$ cat src/rtl/icache_refill_ctlr.sv
// I-cache line refill controller: hit detect, victim pick,
// memory request/grant, word-by-word fill and per-set round-robin.
module icache_refill_ctlr #(
  parameter int S = 64,
  parameter int E = 2,
  parameter int B = 4
) (
  input  logic                 clk_i,
  input  logic                 reset_i,
  input  logic [$clog2(S)-1:0] set_i,
  input  logic [E-1:0]         way_hit_i,
  input  logic [E-1:0]         way_valid_i,
  input  logic [1:0]           pc_src_reg_i,
  input  logic [1:0]           branch_op_e_i,
  input  logic                 mem_gnt_i,
  input  logic                 mem_rvalid_i,
  output logic [S-1:0]         active_array_o,
  output logic                 instr_hit_f_o,
  output logic [$clog2(E)-1:0] hit_way_o,
  output logic                 mem_req_o,
  output logic                 fill_we_o,
  output logic [E-1:0]         fill_way_o,
  output logic [$clog2(B)-1:0] fill_word_o,
  output logic                 fill_done_o,
  output logic                 stall_f_o
);

  localparam int SW = $clog2(S);
  localparam int WW = $clog2(E);
  localparam int BW = $clog2(B);
  localparam logic [1:0] NON_BRANCH = 2'b00;

  typedef enum logic [2:0] {
    IDLE, WAIT, REQ, FILL, DONE
  } state_t;

  state_t          state_q;
  state_t          nxt;
  state_t          st;
  logic [SW-1:0]   set_q;
  logic [WW-1:0]   way_q;
  logic [BW-1:0]   cnt_q;
  logic [WW-1:0]   rr_q [S];
  logic [WW-1:0]   victim;
  logic [WW-1:0]   hit_way;
  logic            latch;
  logic            cnt_clr;
  logic            cnt_inc;
  logic            rr_adv;
  logic            miss;
  logic            redir;

  assign miss  = ~|way_hit_i;
  assign redir = pc_src_reg_i[1];

  // Victim: lowest invalid way, else the set's round-robin pointer
  always_comb begin
    logic found;
    found  = 1'b0;
    victim = rr_q[set_i];
    for (int i = 0; i < E; i++) begin
      if (!way_valid_i[i] && !found) begin
        victim = WW'(i);
        found  = 1'b1;
      end
    end
  end

  // Priority-encode the lowest hitting way
  always_comb begin
    logic found;
    found   = 1'b0;
    hit_way = '0;
    for (int i = 0; i < E; i++) begin
      if (way_hit_i[i] && !found) begin
        hit_way = WW'(i);
        found   = 1'b1;
      end
    end
  end

  assign hit_way_o   = hit_way;
  assign fill_word_o = cnt_q;

  // State register
  always_ff @(posedge clk_i) begin
    if (reset_i) state_q <= IDLE;
    else         state_q <= nxt;
  end

  // Next state and outputs; reset makes outputs look like IDLE
  always_comb begin
    st             = reset_i ? IDLE : state_q;
    nxt            = state_q;
    latch          = 1'b0;
    cnt_clr        = 1'b0;
    cnt_inc        = 1'b0;
    rr_adv         = 1'b0;
    mem_req_o      = 1'b0;
    fill_we_o      = 1'b0;
    fill_way_o     = '0;
    fill_done_o    = 1'b0;
    instr_hit_f_o  = 1'b0;
    stall_f_o      = 1'b0;
    active_array_o = S'(1) << set_i;
    case (st)
      IDLE: begin
        instr_hit_f_o = ~miss;
        stall_f_o     = miss & ~redir;
        if (miss && !redir) begin
          latch = 1'b1;
          nxt   = (branch_op_e_i != NON_BRANCH) ? WAIT : REQ;
        end
      end
      WAIT: begin
        instr_hit_f_o = ~miss;
        stall_f_o     = miss & ~redir;
        if (redir || !miss) begin
          nxt = IDLE;
        end else begin
          latch = 1'b1;
          nxt   = REQ;
        end
      end
      REQ: begin
        mem_req_o      = 1'b1;
        stall_f_o      = 1'b1;
        active_array_o = S'(1) << set_q;
        if (mem_gnt_i) begin
          cnt_clr = 1'b1;
          nxt     = FILL;
        end else if (redir) begin
          nxt = IDLE;
        end
      end
      FILL: begin
        stall_f_o      = 1'b1;
        active_array_o = S'(1) << set_q;
        fill_way_o     = E'(1) << way_q;
        fill_we_o      = mem_rvalid_i;
        if (mem_rvalid_i) begin
          cnt_inc = 1'b1;
          if (cnt_q == BW'(B - 1)) nxt = DONE;
        end
      end
      DONE: begin
        stall_f_o      = 1'b1;
        fill_done_o    = 1'b1;
        active_array_o = S'(1) << set_q;
        rr_adv         = (way_q == rr_q[set_q]);
        nxt            = IDLE;
      end
      default: nxt = IDLE;
    endcase
  end

  // Latched miss context, word counter and round-robin pointers
  always_ff @(posedge clk_i) begin
    if (reset_i) begin
      set_q <= '0;
      way_q <= '0;
      cnt_q <= '0;
      for (int i = 0; i < S; i++) rr_q[i] <= '0;
    end else begin
      if (latch) begin
        set_q <= set_i;
        way_q <= victim;
      end
      if (cnt_clr) cnt_q <= '0;
      else if (cnt_inc)
        cnt_q <= (cnt_q == BW'(B - 1)) ? '0 : cnt_q + BW'(1);
      if (rr_adv)
        rr_q[set_q] <= (rr_q[set_q] == WW'(E - 1)) ?
                       '0 : rr_q[set_q] + WW'(1);
    end
  end

endmodule

$ cat config.mk
export PLATFORM = sky130hd
export DESIGN_NAME = icache_refill_ctlr
export DESIGN_NICKNAME = d
export VERILOG_FILES = /design/src/rtl/icache_refill_ctlr.sv
export SDC_FILE = /design/constraint.sdc
export NUM_CORES = 1
export LEC_CHECK = 0
export ABC_AREA = 1
export CAP_MARGIN = 25
export CORE_ASPECT_RATIO = 1.1
export CORE_MARGIN = 4
export CORE_UTILIZATION = 29
export CTS_CLUSTER_DIAMETER = 200
export DETAILED_ROUTE_END_ITERATION = 7
export PLACE_DENSITY_LB_ADDON = 0.3
export SYNTH_ARGS = -nofsm -noshare
export SYNTH_HDL_FRONTEND = slang
export SYNTH_SLANG_ARGS = --single-unit
$ cat constraint.sdc
create_clock -name clk_i -period 3.8 [get_ports clk_i]
set_input_delay 0.76 -clock clk_i [delete_from_list [all_inputs] [get_ports clk_i]]
set_output_delay 0.76 -clock clk_i [all_outputs]
set_load 0.02 [all_outputs]
# Word level (Yosys, flattened, before mapping)
# Memory sizes are Yosys's and may differ from the RTL's. A register that Yosys moved wholly into a read port is not among the register bits.
# Index checks and enable logic that the tools add are counted.
# word_totals
memories,1
mem_bits_rw,64
output_inout_bits,74
regBits,12
# classes
n_shift,3
addsub,2
n_eq_ne,10
n_bitwise,2
n_mux,40
n_reduce_logical,16
# memory_table
name,depth,width,read_ports,rd_ports_with_merged_regs,write_ports,line,source
rr_q,64,1,2,1,64,43,logic [WW-1:0] rr_q [S];
# ops
cell,count
"1-bit by 6-bit << shifter with 64-bit output, first input constant",2
64-bit 2-to-1 mux,1
1-bit 2-to-1 mux,23
3-bit 2-to-1 mux,6
6-bit 2-to-1 mux,3
3-bit case mux with 4 select lines,1
2-bit 2-to-1 mux,4
"3-bit by 2-bit == test with 1-bit output, second input constant",2
"2-bit != test, second input constant",3
2-bit OR reduction,3
1-bit logical NOT,4
1-bit case mux with 2 select lines,2
4-bit AND reduction,1
"3-bit by 1-bit == test with 1-bit output, second input constant",1
"3-bit == test, second input constant",1
1-bit logical AND,3
3-bit logical NOT,1
"3-bit != test, second input constant",1
3-bit OR reduction,1
"2-bit by 1-bit adder with 2-bit output, second input constant",1
"2-bit == test, second input constant",1
2-bit nonzero test,1
"1-bit by 1-bit << shifter with 2-bit output, first input constant",1
"1-bit adder, second input constant",1
5 further kinds,5

# Longest topological paths before layout
# Gate-level depths: netlist (run 1).
# depth
word_depth,8
mapped_depth,16

# Least setup slack after synthesis (run 1)
# No wires, ideal clock.
# synth_path
kind,in2out
from,input port reset_i
to,output port active_array_o[10]
slack_ps,905
path_buffers,1
arrival_ps,2135
cell_stages,10
cell_sequence,nor2_1 nor2_2 nand2_2 nand2_2 buf_6 o21ai_2 inv_2 nor2_1 nand2_1 nor2_1
# synth_via
elab_chain_len,4
elab_cells_between_ends,6
# synth_lines
element,line,source
start: declaration,9,"input logic reset_i,"
3-bit 2-to-1 mux (*),93,st = reset_i ? IDLE : state_q;
3-bit by 2-bit == test with 1-bit output or 3-bit == test (tied branches),106,case (st)
3-bit OR reduction (no line) (*),-,
64-bit 2-to-1 mux (*),-,
end: declaration,17,"output logic [S-1:0] active_array_o,"
# Mark *: on every way between the ends. The rest lies on a longest branch, timed or not.

# Worst setup path after layout (run 1)
# layout_path
from,input port reset_i
to,output port active_array_o[3]
# Same word-level chain as after synthesis.

==> results.md, run 1 <==
- For this configuration, the core starts out at a cell density of 29.5%.
- The time the final worst path needs with I/O delays and setup is 3630 ps.
- At the end of the flow, the number of nets in the layout was 1066.
- The fraction of the yosys area taken by sequential cells is 33.9%.
- The largest family of logic cells by synthesized area is simple AND/OR/NAND/NOR gates.
- The Yosys step of the flow raised 0 warnings.
- Counting every instance in the synthesized netlist gives 991.
- The clock tree buffer depth is 2.
- The combinational fraction of design power is 20.5%.
- In this run the remaining antenna-violating nets after routing total 0.
- The most common library cell in the layout ignoring fill and taps is nand2_1.
- The signal on the critical path passes through clkdlybuf4s50_1 > nor2_1 > nor2_2 > nand2_2 > nand2_4 > buf_4 > nand2_1 > o21ai_2 > buf_4 > nor2_1 > nand2_1 > nor2_1 > dlygate4sd2_1.
- The netlist area before placement is 6730 sq um.
- The clock drives 82 sinks.
- The combined global-route utilization of all metal layers is 16.6%.
- The via total after detailed routing is 6783.
- The post-route netlist has 15.0% of its cells at a drive strength greater than 1.
- The clock arrives with 11.0 ps of skew.
- For this design the ratio of total power to cell area is 310 nW/um^2.
- By area the synthesized netlist is led by edfxtp_1 29%, nand2_1 15%, nand3_1 9.8%.
- The cell type with the highest aggregate area in the netlist is edfxtp_1.
- The fmax is 275 MHz.
- The sequential power share is 41.4%.
- The multiplexer fraction of the synthesized cell area is 0%.
- In this run the count of I/O pins placed on the die edge is 92.
- The clock edge transition at the registers on the reported setup and hold paths is 60 ps.
- In this run the vertical extent of the chip is 168 um.
- After legalization and detailed placement, the total HPWL measured 14100 um.
- The count of pins over their slew limit came to 0.
- Summing the areas of all xor and xnor instances in the mapped netlist gives 0% of the synthesized area.
- The path class of the lowest-slack min-delay path is reg2reg.
- The footprint of the multi-input gates is 3610 sq um.
- Summing internal, switching and leakage power gives 2.47 mW.
- The H-tree depth is 3.
- Compared with the post-synthesis result, the final layout area differs by 18.1%.
- TritonCTS created 9 clock buffers.
- Hold is met by 483 ps.
- In this run the worst path has a maximum fanout of 8.
- The top-area cell type share of the netlist area is 28.5%.
- In this run, post-CTS hold repair placed 0 buffers.
- The leakage component of the power is 3.60 nW.
- The run finished with clean final reports.
- The kind of critical path is in2out.
- The via count of the first global-routing pass is 6412.
- The synthesized-area fraction occupied by and/or/nand/nor cells is 50.7%.
- After Yosys synthesis, full adders, half adders and majority gates account for 0.186% of the synthesized area.
- The post-synthesis register bit count is 82.
- The sequential standard cell area is 2280 sq um.
- For the pin with the worst max-slew slack, the measured transition is 1000 ps.
- The internal cell power is 1.71 mW.
- The analysis attributes to net switching a power of 0.761 mW.
- Summed over all layers, the routed wires come to 21900 um.
- The arrival time at the worst endpoint is 2870 ps.
- The net count of the mapped netlist is 1010.
- The critical path endpoint category is a primary output.
- The critical path contains buffers and inverters numbering 4 combined.
- The hold violation count in the final report was 0.
- The number of port buffers is 90.
- The clock network fraction of total power is 38.2%.
- The worst slew margin relative to its limit is 33.0%.
- The number of antenna violations at the first check in global routing is 0.
- The cell with the most instances on the worst path is nor2_1.
- After layout, the worst setup slack is 170 ps.
- The count of endpoints failing setup in the final report is 0.
- The count of antenna diodes in the layout is 0.
- Max-cap violations in this run came to 0.
- Net switching is 30.8% of the power.
- The count of TritonRoute iterations in the first routing pass is 5.
- Counting distinct cell types in the post-synthesis netlist gives 31.
- The overall die width is 153 um.
- The via density per instance is 5.02.
- For this run, the slowest stage of the critical path takes 480 ps.
- In this run the clock root is driven by a clkbuf_16.
- The worst slack at placement is -266 ps.
- The launching element type of the critical path is an input port.
- After routing the design area is 7950 sq um.
- Dividing the final minimum period by the clock period gives 95.5%.
- The synthesized area divided by synthesized cell count is 6.79 sq um.
- The pin count of the biggest net entering global routing is 129.
- The core footprint is 22900 sq um.
- The clock tree from TritonCTS is built.
- Leaving out fill and tap cells, the most frequent cells in the layout are 271 x nand2_1, 157 x nor2_1, 132 x nand3_1, 92 x inv_1, 65 x nand4_1.
- For this design, the slowest cell found on the critical path is clkdlybuf4s50_1.
- The number of remaining DRC errors is 0.
- The first-pass GRT wire length is 34400 um.
- After detailed placement, the total cell area comes to 7800 sq um.
- The worst-case IR drop observed on VDD is 0.163 mV.
- The die covers 25700 sq um.
- The filler cells instantiated in the layout total 2468.
- The synthesized-area fraction occupied by ao, oa, aoi and oai cells is 2.47%.
- The category of cells accounting for the largest share of critical-path delay is buffers and inverters.
- The source-to-sink clock delay at the later pin of the worst-skew pair is 340 ps.
- The floorplan has 58 rows.
- The first routing iteration left 669 violations.
- Summed over all layers, the global routing overflow is 0.
- The global placer's final weighted congestion is 0.895.
- The post-detailed-route wirelength per cell is 16.2 um.
- At the worst endpoint, the required time is 3040 ps.
-- per-layer routing --
layer | wire length (um) | up-vias | track usage, % | part of all wire (%)
met4 | 764 | 0 | 7.17 | 3.5
met2 | 10300 | 274 | 28.0 | 47
met3 | 1500 | 42 | 2.78 | 6.9
met5 | 0 | - | 0 | 0
met1 | 9270 | 3101 | 21.0 | 42
li1 | - | 3366 | - | -
-- worst min-delay path, cell delays in order, from the launching register on --
cell and delay (ps):
dfxtp_1 320, nand2_1 60, a21oi_1 50
-- stage by stage --
step | setup TNS, ps | cells | utilization (%)
after floorplan | 0 | 991 | -
after CTS | 0 | 1352 | 35.1
final | 0 | 1352 | 34.8
after detailed placement | -12650 | 1336 | 34.1
after global placement | -11430 | 1336 | 34.1
after global routing | -40.1 | 1352 | 34.8
-- synth_stat cells (all sizes together) --
master and n:
nand2 276, dfxtp 18, nor2 165, or2 1
a21oi 11, ha 1, clkbuf 31, o21ai 14
inv 100, nor3 1, nand4 65, o31ai 1
nand3 195, a31oi 1, nor4 1, buf 42
edfxtp 64, nand3b 1, a22o 1, clkinv 2
-- flip-flops by register name, indices dropped and copies added, names as in the netlist, named ones only --
name         flops
fill_word_o      2
way_q            1
rr_q            64
state_q          3
set_q            6
-- power groups by stage --
stage | Sequential (mW) | Combinational [mW] | Clock, mW
floorplan | 1.03 | 0.409 | 0
finish | 1.02 | 0.505 | 0.942
global route | 1.02 | 0.552 | 0.983
detailed placement | 1.04 | 0.511 | 0
CTS | 1.02 | 0.505 | 0.946
global placement | 1.04 | 0.510 | 0
-- path summary, 6_finish.rpt --
check            startpoint           endpoint  slack (ps)  depth (start not counted)
max                 reset_i  active_array_o[3]         170                         13
min          fill_word_o[1]     fill_word_o[1]         480                          2
max reg2reg       flip-flop           rr_q[53]         800                         12
min reg2reg  fill_word_o[1]     fill_word_o[1]         480                          2
-- area by class of cell --
cell class / instances / area share, %
multi-input combinational: 734 / 45.4
sequential: 82 / 28.7
timing repair buffer: 118 / 12.4
inverter: 102 / 4.91
tap: 300 / 4.72
clock buffer: 12 / 2.97
clock inverter: 4 / 0.866
-- cell families (layout without fill, tap and decap cells) --
kind of cell,after synthesis,in the layout
compound gates,28,28
buf+inv,175,236
flops,82,82
simple gates,705,705
fa+ha+maj,1,1
-- repair_timing --
action                     in CTS  in global routing
setup endpoints to repair      64                 60
gates resized for setup        66                 70
setup buffers                   0                  0
Power figures use the tool's default switching activity.
==> run 2: changes to the inputs <==
clock period = 4 ns   (was 3.8 ns; I/O delays follow)
==> run 2 against run 1 <==
  * Sequential power is 5% lower
  * Clock power is 4.8% lower
  * Combinational power is 5.3% lower
  * Via count is 0.35% higher
  * Count of clock-buffer cells in the layout is 3 lower
  * Sequential share of layout area is 0.36 points lower
  * Global-route usage is 0.12 points lower
  * Power is 5.0% lower
  * Clock skew is 0.59 ps higher
  * Utilization is 0.44 points higher
  * Die area stayed put
  * Cell area is 1.3% higher
==> results.md, run 2 (same netlist as run 1, synthesis figures left out) <==
- The final critical path takes up 94.7% of the cycle.
- The overall die width is 153 um (unchanged).
- The number of buffers added by the clock tree synthesis step is 9 (unchanged).
- The largest vdd supply drop is 0.160 mV (was 0.163 mV).
- The combined global-route utilization of all metal layers came to 16.5% (was 16.6%).
- The count of TritonRoute iterations in the first routing pass is 5 (unchanged).
- The pin count of the biggest net entering global routing is 129 (unchanged).
- The combinational fraction of design power is 20.4% (was 20.5%).
- The half-perimeter wire length of the detailed placement result is 14100 um (about the same).
- The fmax is 264 MHz.
- The via count of the first global-routing pass was 6422 (was 6412).
- The launching element type of the critical path is an input port (unchanged).
- The number of buffers inserted to repair setup after CTS is 0 (unchanged).
- The largest driver fanout on the critical path is 8 (unchanged).
- The via total after detailed routing is 6807 (was 6783).
- The count of endpoints failing setup in the final report was 0 (unchanged).
- The count of pins over their slew limit was 0 (unchanged).
- The path class of the lowest-slack min-delay path is reg2reg (unchanged).
- The arrival time at the worst endpoint came to 2990 ps (was 2870 ps).
- The clock tree from TritonCTS was built (unchanged).
- The total placed cells including tap cells came to 1334 (was 1336).
- The layout net count is 1064 (was 1066).
- The sequential power share is 41.3% (was 41.4%).
- The register ranked first by flip-flop count is rr_q (unchanged).
- The number of port buffers is 90 (unchanged).
- The effective utilization at floorplan came to 29.5% (unchanged).
- The fraction of layout instances using a drive strength above 1 is 12.6% (was 15.0%).
- The via density per instance is 5.04 (was 5.02).
- The instance area after placement is 7790 sq um (was 7800 sq um).
- Status: finished clean (unchanged).
- The leakage component of the power is 3.85 nW (was 3.60 nW).
- The delay of the slowest critical-path stage is 560 ps (was 480 ps).
- The clock skew was 11.6 ps (was 11.0 ps).
- The number of DRC markers in iteration 0 is 489 (was 669).
- The clock tree buffer depth is 2 (unchanged).
- The category of cells accounting for the largest share of critical-path delay is simple AND/OR/NAND/NOR gates (was buffers and inverters).
- The number of remaining DRC errors is 0 (unchanged).
- The cell area after layout was 8050 sq um (was 7950 sq um).
- The aggregate global routing overflow is 0 (unchanged).
- The aggregate routed wire length is 21900 um (about the same).
- The proportion of total power due to net switching is 31.1% (was 30.8%).
- The total of hold buffers inserted after clock tree synthesis was 0 (unchanged).
- The kind of critical path is in2out (unchanged).
- The data required time of the worst path is 3200 ps (was 3040 ps).
- The overall die area was 25700 sq um (unchanged).
- The aggregate negative setup slack is 0 ps (unchanged).
- The buffer and inverter count on the worst path is 3 (was 4).
- Highest-count cells in the layout ignoring fill and taps: 271 x nand2_1, 158 x nor2_1, 132 x nand3_1, 92 x inv_1, 65 x nand4_1 (was 271 x nand2_1, 157 x nor2_1, 132 x nand3_1, 92 x inv_1, 65 x nand4_1).
- The source-to-sink clock delay at the later pin of the worst-skew pair is 350 ps (was 340 ps).
- The hold violation count in the final report is 0 (unchanged).
- The internal cell power was 1.62 mW (was 1.71 mW).
- The H-tree depth was 3 (unchanged).
- The cell at the slowest stage of the critical path is clkdlybuf4s50_1 (unchanged).
- The vertical die dimension is 168 um (unchanged).
- The number of standard cells in the layout, taps in and fillers out was 1350 (was 1352).
- The startpoint of the worst hold path is fill_word_o[1] (unchanged).
- The TritonCTS sink count is 82 (unchanged).
- The critical path endpoint category was a primary output (unchanged).
- The launch point of the worst path is reset_i (unchanged).
- The count of antenna diodes in the layout is 0 (unchanged).
- The first-pass GRT wire length is 34400 um (about the same).
- The global placer's final weighted congestion came to 0.852 (was 0.895).
- The clock network fraction of total power was 38.3% (was 38.2%).
- The flip-flop count of the largest register after layout is 64 (unchanged).
- The net switching component of the power was 0.728 mW (was 0.761 mW).
- The transition time of the tightest slew-check pin is 791 ps (was 1000 ps).
- Setup repair after global routing left no endpoint under its margin.
- The count of standard-cell rows is 58 (unchanged).
- The top-level I/O count is 92 (unchanged).
- Cells along the critical path: clkdlybuf4s50_1 > nor2_2 > nor2_2 > nand2_2 > nand2_2 > nand2_1 > o21ai_2 > inv_1 > nor2_1 > nand2_1 > nor2_2 > nand2_1 > nor2_1 > dlygate4sd2_1 (was clkdlybuf4s50_1 > nor2_1 > nor2_2 > nand2_2 > nand2_4 > buf_4 > nand2_1 > o21ai_2 > buf_4 > nor2_1 > nand2_1 > nor2_1 > dlygate4sd2_1).
- The smallest hold slack is 483 ps (about the same).
- The core footprint came to 22900 sq um (unchanged).
- The max-capacitance violation count is 0 (unchanged).
- Regs by FF count: rr_q (64), set_q (6), state_q (3) (unchanged).
- The post-route antenna net violation count is 0 (unchanged).
- The clock edge transition at the registers on the reported setup and hold paths came to 60 ps (about the same).
- For the finished layout, the period the worst path requires is 3790 ps.
- The number of antenna violations at the first check in global routing is 0 (unchanged).
- The clock tree root buffer cell is clkbuf_16 (unchanged).
- The synthesis-to-layout area growth is 19.6% (was 18.1%).
- The most common library cell in the layout ignoring fill and taps was nand2_1 (unchanged).
- The post-detailed-route wirelength per cell is 16.3 um (was 16.2 um).
- The power density normalized to cell area is 291 nW/um^2 (was 310 nW/um^2).
- The worst slew margin relative to its limit is 47.3% (was 33.0%).
==> run 2: cell types whose count changed in the layout (fill, tap and decap cells not counted), moves of 2 or more <==
cell,change
buf_4,-2
clkbuf_1,-3
clkbuf_2,-26
clkdlybuf4s15_1,-10
clkinv_2,+3
dlygate4sd2_1,+27
dlymetal6s2s_1,+9
==> run 2: final timing paths <==
path / to / slack (ps) / cells past startpoint
max: active_array_o[8] / 210 / 14
min: fill_word_o[1] / 480 / 2
max reg2reg: rr_q[63] / 1220 / 13
min reg2reg: fill_word_o[1] / 480 / 2
==> run 2: worst min-delay path, cell delays in order, from the launching register on <==
cell and delay [ps]:
dfxtp_1 320, nand2_1 60, a21oi_1 50
==> run 2: per-layer routing <==
layer  wire, um  vias up  share of wire (%)  GRT usage (%)
met2      10200      257                 47           28.0
met5          0        -                  0              0
met3       1450       41                6.6           2.93
met4        682        0                3.1           6.39
met1       9560     3160                 44           20.9
li1           -     3349                  -              -
==> run 2: timing repair <==
action | 4_1_cts | 5_1_grt
gates cloned | 0 | 0
resized for setup | 58 | 14
endpoints found under the hold margin | 0 | 0
setup endpoints to repair | 62 | 13
==> run 2: power by group through the flow <==
stage | clock (mW) | sequential, mW | combinational (mW)
2_1_floorplan | 0 | 0.977 | 0.389
3_3_place_gp | 0 | 0.986 | 0.482
3_5_place_dp | 0 | 0.986 | 0.484
4_1_cts | 0.900 | 0.968 | 0.479
5_1_grt | 0.937 | 0.972 | 0.521
6_report | 0.897 | 0.969 | 0.478
==> run 2: area by class of cell <==
cell class | instances | area (sq um)
multi-input cells | 734 | 3600
inverters | 102 | 390
well taps | 300 | 375
flip-flops and latches | 82 | 2280
fillers | 2425 | 14800
clock inverters | 7 | 83.8
repair buffers | 116 | 1090
clock buffers | 9 | 225
==> run 2: metrics by stage <==
step / power (mW) / utilization [%] / setup WS [ps]
6_report: 2.34 / 35.2 / 213
5_1_grt: 2.43 / 35.2 / 0.518
4_1_cts: 2.35 / 35.1 / 2.55
3_5_place_dp: 1.47 / 34.1 / -176
3_3_place_gp: 1.47 / 34.1 / -136
2_1_floorplan: 1.37 / - / 1030
